### config.mk
export PLATFORM = sky130hd
export DESIGN_NAME = ama_riscv_decode_queue
export DESIGN_NICKNAME = d
export VERILOG_FILES = /design/src/rtl/ama_riscv_decode_queue.sv
export SDC_FILE = /design/constraint.sdc
export NUM_CORES = 1
export LEC_CHECK = 0
export ABC_AREA = 1
export BUFFER_PORTS_ARGS = -buffer_cell sky130_fd_sc_hd__buf_2
export CORE_MARGIN = 2
export CORE_UTILIZATION = 35
export DETAILED_ROUTE_END_ITERATION = 8
export HOLD_SLACK_MARGIN = 0.1
export REMOVE_ABC_BUFFERS = 1
export SLEW_MARGIN = 15
export SYNTH_ARGS = -nofsm -noshare
export SYNTH_HDL_FRONTEND = slang
export SYNTH_HIERARCHICAL = 1
export SYNTH_SLANG_ARGS = --single-unit
### constraint.sdc
create_clock -name clk -period 7 [get_ports clk]
set_input_delay 1.4 -clock clk [delete_from_list [all_inputs] [get_ports clk]]
set_output_delay 1.4 -clock clk [all_outputs]
set_load 0.02 [all_outputs]
### src/rtl/ama_riscv_decode_queue.sv
// ama_riscv_decode_queue
// Instruction buffer and registered decode stage between fetch and execute.
// Fetched {inst, pc} pairs go into a small circular FIFO. The head is decoded
// combinationally and captured in an output register that is delivered to
// execute under a valid/ready handshake. When the FIFO is empty, an incoming
// word is bypassed straight into the output register.

package ama_riscv_pkg;

    // Major opcodes recognised by the decoder
    localparam logic [6:0] OPC_R       = 7'b011_0011;
    localparam logic [6:0] OPC_I       = 7'b001_0011;
    localparam logic [6:0] OPC_LOAD    = 7'b000_0011;
    localparam logic [6:0] OPC_STORE   = 7'b010_0011;
    localparam logic [6:0] OPC_BRANCH  = 7'b110_0011;
    localparam logic [6:0] OPC_JAL     = 7'b110_1111;
    localparam logic [6:0] OPC_JALR    = 7'b110_0111;
    localparam logic [6:0] OPC_LUI     = 7'b011_0111;
    localparam logic [6:0] OPC_AUIPC   = 7'b001_0111;
    localparam logic [6:0] OPC_CUSTOM  = 7'b000_1011;
    localparam logic [6:0] OPC_SYSTEM  = 7'b111_0011;

    // Next-PC source selection for the frontend
    localparam logic [1:0] PC_SEL_INC4   = 2'd0;
    localparam logic [1:0] PC_SEL_ALU    = 2'd1;
    localparam logic [1:0] PC_SEL_BP     = 2'd2;
    localparam logic [1:0] PC_SEL_JAL_BP = 2'd3;

    // Immediate format selection
    localparam logic [2:0] IG_NONE = 3'd0;
    localparam logic [2:0] IG_I    = 3'd1;
    localparam logic [2:0] IG_S    = 3'd2;
    localparam logic [2:0] IG_B    = 3'd3;
    localparam logic [2:0] IG_J    = 3'd4;
    localparam logic [2:0] IG_U    = 3'd5;

    // Writeback source selection
    localparam logic [1:0] WB_ALU = 2'd0;
    localparam logic [1:0] WB_MEM = 2'd1;
    localparam logic [1:0] WB_PC4 = 2'd2;
    localparam logic [1:0] WB_CSR = 2'd3;

    // ALU operation used by LUI to forward the immediate unchanged
    localparam logic [3:0] ALU_ADD    = 4'b0000;
    localparam logic [3:0] ALU_PASS_B = 4'b1111;

    typedef struct packed {
        logic [3:0] alu_op;
        logic       alu_a_sel;   // 0: rs1, 1: pc
        logic       alu_b_sel;   // 0: rs2, 1: immediate
        logic [2:0] ig_sel;
        logic       bc_uns;
        logic       dmem_en;
        logic       dmem_we;
        logic       rd_we;
        logic [1:0] wb_sel;
        logic       csr_en;
        logic       custom_en;
    } decoder_t;

    typedef struct packed {
        logic [1:0] pc_sel;
        logic       pc_we;
        logic       branch_inst;
        logic       jump_inst;
    } fe_ctrl_t;

    localparam decoder_t DECODER_INIT_VAL = '{
        alu_op:    ALU_ADD,
        alu_a_sel: 1'b0,
        alu_b_sel: 1'b0,
        ig_sel:    IG_NONE,
        bc_uns:    1'b0,
        dmem_en:   1'b0,
        dmem_we:   1'b0,
        rd_we:     1'b0,
        wb_sel:    WB_ALU,
        csr_en:    1'b0,
        custom_en: 1'b0
    };

    localparam fe_ctrl_t FE_CTRL_INIT_VAL = '{
        pc_sel:      PC_SEL_INC4,
        pc_we:       1'b1,
        branch_inst: 1'b0,
        jump_inst:   1'b0
    };

endpackage

// Combinational decoder: control bundles plus an illegal-instruction flag.
// Anything outside the supported opcode set keeps the INIT bundles.
module ama_riscv_decoder
    import ama_riscv_pkg::*;
(
    input  logic [31:0] inst_i,
    output decoder_t    decoded_o,
    output fe_ctrl_t    fe_ctrl_o,
    output logic        illegal_o
);

    logic [6:0] opcode_s;
    logic [2:0] funct3_s;
    logic       funct7_b5_s;
    logic       unused_inst_bits_s;

    assign opcode_s    = inst_i[6:0];
    assign funct3_s    = inst_i[14:12];
    assign funct7_b5_s = inst_i[30];
    // Register and immediate fields are consumed downstream, not here
    assign unused_inst_bits_s = ^{inst_i[31], inst_i[29:15], inst_i[11:7]};

    // Opcode decode into control bundles; unknown encodings flag illegal
    always_comb begin
        decoded_o = DECODER_INIT_VAL;
        fe_ctrl_o = FE_CTRL_INIT_VAL;
        illegal_o = 1'b0;
        if (inst_i[1:0] != 2'b11) begin
            illegal_o = 1'b1;
        end else begin
            case (opcode_s)
                OPC_R: begin
                    decoded_o.alu_op = {funct7_b5_s, funct3_s};
                    decoded_o.rd_we  = 1'b1;
                end
                OPC_I: begin
                    // Only the shift-right encoding uses bit 30 as an op bit
                    decoded_o.alu_op    = {(funct3_s == 3'b101) && funct7_b5_s, funct3_s};
                    decoded_o.alu_b_sel = 1'b1;
                    decoded_o.ig_sel    = IG_I;
                    decoded_o.rd_we     = 1'b1;
                end
                OPC_LOAD: begin
                    decoded_o.alu_b_sel = 1'b1;
                    decoded_o.ig_sel    = IG_I;
                    decoded_o.dmem_en   = 1'b1;
                    decoded_o.rd_we     = 1'b1;
                    decoded_o.wb_sel    = WB_MEM;
                end
                OPC_STORE: begin
                    decoded_o.alu_b_sel = 1'b1;
                    decoded_o.ig_sel    = IG_S;
                    decoded_o.dmem_en   = 1'b1;
                    decoded_o.dmem_we   = 1'b1;
                end
                OPC_BRANCH: begin
                    decoded_o.alu_a_sel   = 1'b1;
                    decoded_o.alu_b_sel   = 1'b1;
                    decoded_o.ig_sel      = IG_B;
                    decoded_o.bc_uns      = funct3_s[1];
                    fe_ctrl_o.pc_sel      = PC_SEL_BP;
                    fe_ctrl_o.branch_inst = 1'b1;
                end
                OPC_JAL: begin
                    decoded_o.alu_a_sel = 1'b1;
                    decoded_o.alu_b_sel = 1'b1;
                    decoded_o.ig_sel    = IG_J;
                    decoded_o.rd_we     = 1'b1;
                    decoded_o.wb_sel    = WB_PC4;
                    fe_ctrl_o.pc_sel    = PC_SEL_JAL_BP;
                    fe_ctrl_o.jump_inst = 1'b1;
                end
                OPC_JALR: begin
                    decoded_o.alu_b_sel = 1'b1;
                    decoded_o.ig_sel    = IG_I;
                    decoded_o.rd_we     = 1'b1;
                    decoded_o.wb_sel    = WB_PC4;
                    fe_ctrl_o.pc_sel    = PC_SEL_ALU;
                    fe_ctrl_o.jump_inst = 1'b1;
                end
                OPC_LUI: begin
                    decoded_o.alu_op    = ALU_PASS_B;
                    decoded_o.alu_b_sel = 1'b1;
                    decoded_o.ig_sel    = IG_U;
                    decoded_o.rd_we     = 1'b1;
                end
                OPC_AUIPC: begin
                    decoded_o.alu_a_sel = 1'b1;
                    decoded_o.alu_b_sel = 1'b1;
                    decoded_o.ig_sel    = IG_U;
                    decoded_o.rd_we     = 1'b1;
                end
                OPC_CUSTOM: begin
                    decoded_o.custom_en = 1'b1;
                    decoded_o.rd_we     = 1'b1;
                end
                OPC_SYSTEM: begin
                    // funct3 == 0 covers ecall/ebreak, which write no register
                    decoded_o.csr_en = 1'b1;
                    decoded_o.rd_we  = (funct3_s != 3'b000);
                    decoded_o.wb_sel = WB_CSR;
                end
                default: begin
                    illegal_o = 1'b1;
                end
            endcase
        end
    end

endmodule

module ama_riscv_decode_queue
    import ama_riscv_pkg::*;
#(
    parameter int DEPTH = 4
) (
    input  logic                       clk,
    input  logic                       rst_n,
    input  logic                       flush,
    input  logic                       in_valid,
    output logic                       in_ready,
    input  logic [31:0]                in_inst,
    input  logic [31:0]                in_pc,
    output logic                       out_valid,
    input  logic                       out_ready,
    output logic [31:0]                out_inst,
    output logic [31:0]                out_pc,
    output decoder_t                   out_decoded,
    output fe_ctrl_t                   out_fe_ctrl,
    output logic                       out_illegal,
    output logic [$clog2(DEPTH+2)-1:0] occupancy
);

    localparam int PTR_W = $clog2(DEPTH);
    localparam int CNT_W = $clog2(DEPTH + 1);
    localparam int OCC_W = $clog2(DEPTH + 2);

    localparam logic [31:0] NOP_INST = 32'h0000_0013;

    // FIFO storage and bookkeeping
    logic [31:0]      fifo_inst_q [DEPTH];
    logic [31:0]      fifo_pc_q   [DEPTH];
    logic [PTR_W-1:0] wr_ptr_q, wr_ptr_d;
    logic [PTR_W-1:0] rd_ptr_q, rd_ptr_d;
    logic [CNT_W-1:0] cnt_q, cnt_d;

    // Output stage
    logic             out_valid_q, out_valid_d;
    logic [31:0]      out_inst_q;
    logic [31:0]      out_pc_q;
    decoder_t         out_decoded_q;
    fe_ctrl_t         out_fe_ctrl_q;
    logic             out_illegal_q;
    logic             in_ready_q, in_ready_d;
    logic [OCC_W-1:0] occupancy_q, occupancy_d;

    // Handshake and steering
    logic             push_s;
    logic             pop_s;
    logic             out_free_s;
    logic             fifo_empty_s;
    logic             fifo_wr_s;
    logic             fifo_rd_s;
    logic             load_out_s;
    logic [31:0]      sel_inst_s;
    logic [31:0]      sel_pc_s;
    decoder_t         sel_decoded_s;
    fe_ctrl_t         sel_fe_ctrl_s;
    logic             sel_illegal_s;

    assign push_s       = in_valid && in_ready_q && !flush;
    assign pop_s        = out_valid_q && out_ready;
    assign out_free_s   = !out_valid_q || pop_s;
    assign fifo_empty_s = (cnt_q == {CNT_W{1'b0}});

    // The FIFO head always wins; the input is only bypassed when nothing is queued
    assign sel_inst_s = fifo_empty_s ? in_inst : fifo_inst_q[rd_ptr_q];
    assign sel_pc_s   = fifo_empty_s ? in_pc   : fifo_pc_q[rd_ptr_q];

    ama_riscv_decoder u_decoder (
        .inst_i    (sel_inst_s),
        .decoded_o (sel_decoded_s),
        .fe_ctrl_o (sel_fe_ctrl_s),
        .illegal_o (sel_illegal_s)
    );

    // Next-state steering: flush first, then output refill, then FIFO write
    always_comb begin
        wr_ptr_d    = wr_ptr_q;
        rd_ptr_d    = rd_ptr_q;
        cnt_d       = cnt_q;
        out_valid_d = out_valid_q;
        fifo_wr_s   = 1'b0;
        fifo_rd_s   = 1'b0;
        load_out_s  = 1'b0;
        if (flush) begin
            wr_ptr_d    = {PTR_W{1'b0}};
            rd_ptr_d    = {PTR_W{1'b0}};
            cnt_d       = {CNT_W{1'b0}};
            out_valid_d = 1'b0;
        end else begin
            if (out_free_s) begin
                if (!fifo_empty_s) begin
                    fifo_rd_s   = 1'b1;
                    load_out_s  = 1'b1;
                    out_valid_d = 1'b1;
                end else if (push_s) begin
                    load_out_s  = 1'b1;
                    out_valid_d = 1'b1;
                end else begin
                    out_valid_d = 1'b0;
                end
            end else begin
                out_valid_d = out_valid_q;
            end
            // A bypassed push is consumed by the output register, not the FIFO
            if (push_s && !(out_free_s && fifo_empty_s)) begin
                fifo_wr_s = 1'b1;
            end else begin
                fifo_wr_s = 1'b0;
            end
            if (fifo_wr_s) begin
                wr_ptr_d = wr_ptr_q + {{(PTR_W-1){1'b0}}, 1'b1};
            end else begin
                wr_ptr_d = wr_ptr_q;
            end
            if (fifo_rd_s) begin
                rd_ptr_d = rd_ptr_q + {{(PTR_W-1){1'b0}}, 1'b1};
            end else begin
                rd_ptr_d = rd_ptr_q;
            end
            cnt_d = cnt_q + CNT_W'(fifo_wr_s) - CNT_W'(fifo_rd_s);
        end
        in_ready_d  = (cnt_d < CNT_W'(DEPTH));
        occupancy_d = OCC_W'(cnt_d) + OCC_W'(out_valid_d);
    end

    // FIFO payload storage; contents are don't-care until counted valid
    always_ff @(posedge clk) begin
        if (fifo_wr_s) begin
            fifo_inst_q[wr_ptr_q] <= in_inst;
            fifo_pc_q[wr_ptr_q]   <= in_pc;
        end
    end

    // FIFO pointers, count, and registered status outputs
    always_ff @(posedge clk) begin
        if (!rst_n) begin
            wr_ptr_q    <= {PTR_W{1'b0}};
            rd_ptr_q    <= {PTR_W{1'b0}};
            cnt_q       <= {CNT_W{1'b0}};
            out_valid_q <= 1'b0;
            in_ready_q  <= 1'b1;
            occupancy_q <= {OCC_W{1'b0}};
        end else begin
            wr_ptr_q    <= wr_ptr_d;
            rd_ptr_q    <= rd_ptr_d;
            cnt_q       <= cnt_d;
            out_valid_q <= out_valid_d;
            in_ready_q  <= in_ready_d;
            occupancy_q <= occupancy_d;
        end
    end

    // Output register: word, PC and decode results captured together
    always_ff @(posedge clk) begin
        if (!rst_n) begin
            out_inst_q    <= NOP_INST;
            out_pc_q      <= 32'h0000_0000;
            out_decoded_q <= DECODER_INIT_VAL;
            out_fe_ctrl_q <= FE_CTRL_INIT_VAL;
            out_illegal_q <= 1'b0;
        end else if (load_out_s) begin
            out_inst_q    <= sel_inst_s;
            out_pc_q      <= sel_pc_s;
            out_decoded_q <= sel_decoded_s;
            out_fe_ctrl_q <= sel_fe_ctrl_s;
            out_illegal_q <= sel_illegal_s;
        end
    end

    assign in_ready    = in_ready_q;
    assign out_valid   = out_valid_q;
    assign out_inst    = out_inst_q;
    assign out_pc      = out_pc_q;
    assign out_decoded = out_decoded_q;
    assign out_fe_ctrl = out_fe_ctrl_q;
    assign out_illegal = out_illegal_q;
    assign occupancy   = occupancy_q;

endmodule

### Word level (Yosys, flattened, before mapping)

Memory sizes are Yosys's and may differ from the RTL's. A register that Yosys moved wholly into a read port is not among the register bits.
Index checks and enable logic that the tools add are counted.

* flip-flop bits (word level): 98
* bits in latches: 0
* memory bits (writable): 256
* bits in read-only memories: 0
* input port bits: 69
* output and inout port bits: 92
* word-level logic and storage cells: 104
* memories kept: 2

* $add $sub $neg: 5
* $mul: 0
* div/mod/pow operators: 0
* magnitude comparators: 1
* equal/unequal tests: 13
* shifts and indexed selects: 0
* multiplexer cells: 39
* bitwise gates (word level): 1
* reductions and logical operators: 20

Memory list
* fifo_inst_q: words 4, bits a word 32, rd ports 1, clocked after Yosys merged registers in 1, write ports 1, line 231 `logic [31:0] fifo_inst_q [DEPTH];`
* fifo_pc_q: words 4, bits a word 32, rd ports 1, clocked after Yosys merged registers in 1, write ports 1, line 232 `logic [31:0] fifo_pc_q [DEPTH];`

Operators by type and width (count)
* $mux 32: 2
* $eq 7x7->1 const B: 4
* $mux 1: 24
* $eq 7x6->1 const B: 3
* $pmux 4 s5: 1
* $mux 17: 1
* $eq 7x5->1 const B: 2
* $mux 2: 6
* $pmux 2 s3: 2
* $pmux 4 s3: 1
* $reduce_or 11->1: 1
* $reduce_or 2->1: 4
* $reduce_or 8->1: 1
* $eq 7x2->1 const B: 1
* $eq 7x4->1 const B: 1
* $add 3x1->3: 2
* $logic_and 1x1->1: 6
* $reduce_or 3->1: 2
* $add 2x1->2 const B: 2
* $eq 3x3->1 const B: 1
* $logic_not 1->1: 3
* $logic_not 3->1: 1
* $lt 3x3->1 const B: 1
* $mux 3: 1
* 6 further kinds: 6

### Logic depth before layout (Yosys ltp)

* depth in word-level cells: 11
* gate-level depth with buffers: 19
* mapped depth without buffers: 16

### Modules after synthesis

Netlist, hierarchy kept.

By module, submodules not included
* ama_riscv_decode_queue: instances 1, cells each 1570, area each 14964.4 um2, sequential area each 9709.3 um2
* ama_riscv_decoder: instances 1, cells each 85, area each 410.4 um2, sequential area each 0.0 um2

### Worst setup path before layout

Ideal clock, no wire load.

* path type: input to register
* start point: input port out_ready
* end point: memory fifo_inst_q[0][0] (enable)
* library setup time: 0.486 ns
* arrival: 4.470 ns
* path slack: 2.044 ns
* stages on the path: 5
* buffers on the path: 0
* cells stage by stage: nor2_2 inv_1 nand2_1 nand2_2 nor2_1

* longest elaborated chain between the ends: 10

RTL lines
* start: declaration: line 215 `input logic out_ready,`
* $logic_and 1x1->1: line 262 `assign pop_s = out_valid_q && out_ready;`
* $logic_or 1x1->1: line 263 `assign out_free_s = !out_valid_q || pop_s;`
* $logic_and 1x1->1: line 307 `if (push_s && !(out_free_s && fifo_empty_s)) begin`
* $logic_not 1->1: line 307
* $logic_and 1x1->1: line 307
* $mux 1: line 307
* $mux 1 (2 in series): line 286 `if (flush) begin`
* $mux 1: line 330 `if (fifo_wr_s) begin`
* $mux 1 (implied by the code): line 331 `fifo_inst_q[wr_ptr_q] <= in_inst;`
* end: declaration: line 231

Every way passes these cells. The select of a mux whose other input is x is not followed.

### Worst setup path in the final report

* start point: register cnt_q[2]
* end point: memory fifo_inst_q[3][16] (enable)

* longest elaborated chain between the ends: 9

RTL lines
* start: declaration: line 235 `logic [CNT_W-1:0] cnt_q, cnt_d;`
* start signal: assignment: line 341 `cnt_q <= {CNT_W{1'b0}};`
* start signal: assignment: line 348 `cnt_q <= cnt_d;`
* $logic_not 3->1: line 264 `assign fifo_empty_s = (cnt_q == {CNT_W{1'b0}});`
* $logic_and 1x1->1: line 307
* $logic_not 1->1: line 307
* $logic_and 1x1->1: line 307
* $mux 1: line 307
* $mux 1 (2 in series): line 286
* $mux 1: line 330
* $mux 1 (implied by the code): line 331

Every way passes these cells. The select of a mux whose other input is x is not followed.

==> impl_metrics.ini <==
[status]
status = finished, final reports clean

[setup_path]
worstSetupPathType = reg -> reg
path_max_fanout = 96
crit_start = cnt_q[2]
crit_family = simple AND/OR/NAND/NOR gates
critPathMaxStageDelay_ns = 0.82
r2r_cells = 7
r2r_slack_ns = 2.93
rr_endpoint = fifo_inst_q[3][16]
slowest_stage = nor2_4
critPathCaptureType = flip-flop
crit_buf_inv = 2
path_cells = nor2_4 > nand2_4 > inv_2 > nand2_1 > nand2_2 > nor2_4 > buf_4
crit_arrival_ns = 4.25
required_ns = 7.18
path_common_cell = nor2_4
r2r-start = cnt_q[2]
start_kind = flip-flop

[placement]
place_inst = 2303
preCtsSetupSlack_ns = 2.78
placed_area_mm2 = 0.0165
port_buffers = 160
place.gp.congestion = 0.797
hpwl_mm = 21.6

[cells_and_area]
layout_commonest_cell = nand2_1
fin_util_pct = 41.2
instances_no_fill = 2377
stdcell_area_mm2 = 0.0177
area.growth.synth_to_final_pct = 16.0
drive_gt1_share_pct = 17.3
layout_common_cells = nand2_1 (473), edfxtp_1 (256), nor2_1 (185)
final_nets = 1838

[power]
cellInternalPower_mw = 4.44
vdd_drop_max_mv = 0.271
power.leakage_nw = 7.73
p_switching_mw = 2.69
power.density_mw_per_mm2 = 402
switching_share_pct = 37.7
pwr-share-comb_pct = 33.8
pwr-share-seq_pct = 38.5
clkPwrFrac_pct = 27.7

[synthesis]
synth_cells = 1634
syn_area_mm2 = 0.0153
syn_avg_cell_area_um2 = 9.36
yosysWarningCount = 6

[die]
die_area_mm2 = 0.0454
initial_utilization_pct = 35.5
die_w_um = 213
io_pins = 161
placementRows = 76
die_y_um = 213
core_area_mm2 = 0.0431

[sta]
tns_ns = 0
finalMaxSlewViolations = 0
hold_viol_final = 0
rsz0062_at_grt = false
fin_ws_ns = 2.93
period_minus_slack_ns = 4.07
slew_headroom_pct = 23.3
max_freq_mhz = 245
setup_violations = 0
post-route-period-util_pct = 58.2
worst_pin_slew_ns = 1.15
skew_ns = 0.0209

[global_route]
grt_overflow = 0
grt_max_degree = 97
antenna_found_initial = 3
grt_pass1_wl_mm = 56.6
grt_pass1_vias = 10344
grtUsageTotal_pct = 15.9

[clocking]
cts_resized = 0
clkSlewWorstSetupHoldPaths_ns = 0.06
clockBufferDepth = 3
cts-buffers-inserted = 39
cts_setup_buffers = 0
clock_sinks = 357
tritoncts = built
clk_latency_ns = 0.54
htree_levels = 2
ctsHoldBuffers = 0
cts-root-buf = clkbuf_16

[drt]
wl_met3_mm = 1.55
drt_iter0_drc = 640
topRoutingLayerUsed = met5
wl_met2_mm = 17.3
vias = 10689
ant_nets = 0
drc = 0
avgRoutedWirePerCell_um = 15.0
wirelength_mm = 35.7
first_pass_iters = 5
wirelength_met1_mm = 16.3
via_per_inst = 4.50

[min_path]
hold-path-cell-count = 2
min_path_type = reg -> reg
hold_path.startpoint = out_inst[1]
holdPathEnd = out_inst[1]

[flow_run]
maxCapViolations = 0
tightest hold or removal path: cells and delay by family (launching register included):
family | cells | cell delay, ns
AOI/OAI and AO/OA | 1 | 0.06
and+or+nand+nor | 1 | 0.06
DFF | 1 | 0.32
per-layer routing:
| metal | vias up | global-route usage (%) |
|---|---|---|
| met5 | - | 0 |
| met4 | 4 | 3.62 |
| met3 | 41 | 2.78 |
| met2 | 195 | 27.2 |
| met1 | 4971 | 21.0 |
| li1 | 5478 | - |
power by group through the flow:
stage	Combinational (mW)	Sequential, mW	Clock (mW)
global route	2.75	2.78	2.10
global placement	2.41	2.78	0
detailed placement	2.44	2.79	0
finish	2.41	2.74	1.97
CTS	2.45	2.75	2.02
floorplan	1.40	3.04	0
final cells by class:
type                            count  area (um^2)
Fill cell                        4179        25300
Sequential cell                   357         9720
Clock buffer                       50         1090
Timing Repair Buffer              171          898
Inverter                          192          726
Clock inverter                     22          153
Antenna cell                        1         2.50
Tap cell                          585          732
Multi-Input combinational cell    999         4430
how the worst max path moves through the flow:
stage | endpoint | slack, ns | cells past startpoint
2_1_floorplan | out_illegal | 1.65 | 12
3_3_place_gp | fifo_inst_q[2][29] | 2.89 | 7
3_5_place_dp | fifo_inst_q[2][9] | 2.78 | 7
4_1_cts | fifo_pc_q[2][11] | 2.77 | 7
5_1_grt | fifo_inst_q[3][18] | 2.55 | 7
6_report | fifo_inst_q[3][16] | 2.93 | 7
flip-flops by register name, indices dropped and copies added (netlist names), 2 cells and up, named ones only:
name	flops
out_pc	32
out_decoded	17
fifo_inst_q	128
fifo_pc_q	128
out_fe_ctrl	5
cnt_q	3
occupancy	3
out_inst	32
wr_ptr_q	2
rd_ptr_q	2
per-stage QoR:
stage          hold slack [ns]  power, mW
3_5_place_dp             0.453       5.23
6_report                 0.470       7.13
5_1_grt                  0.481       7.63
2_1_floorplan            0.454       4.45
3_3_place_gp             0.453       5.19
4_1_cts                  0.470       7.22
Note: power is estimated with default switching activity, not from simulation.
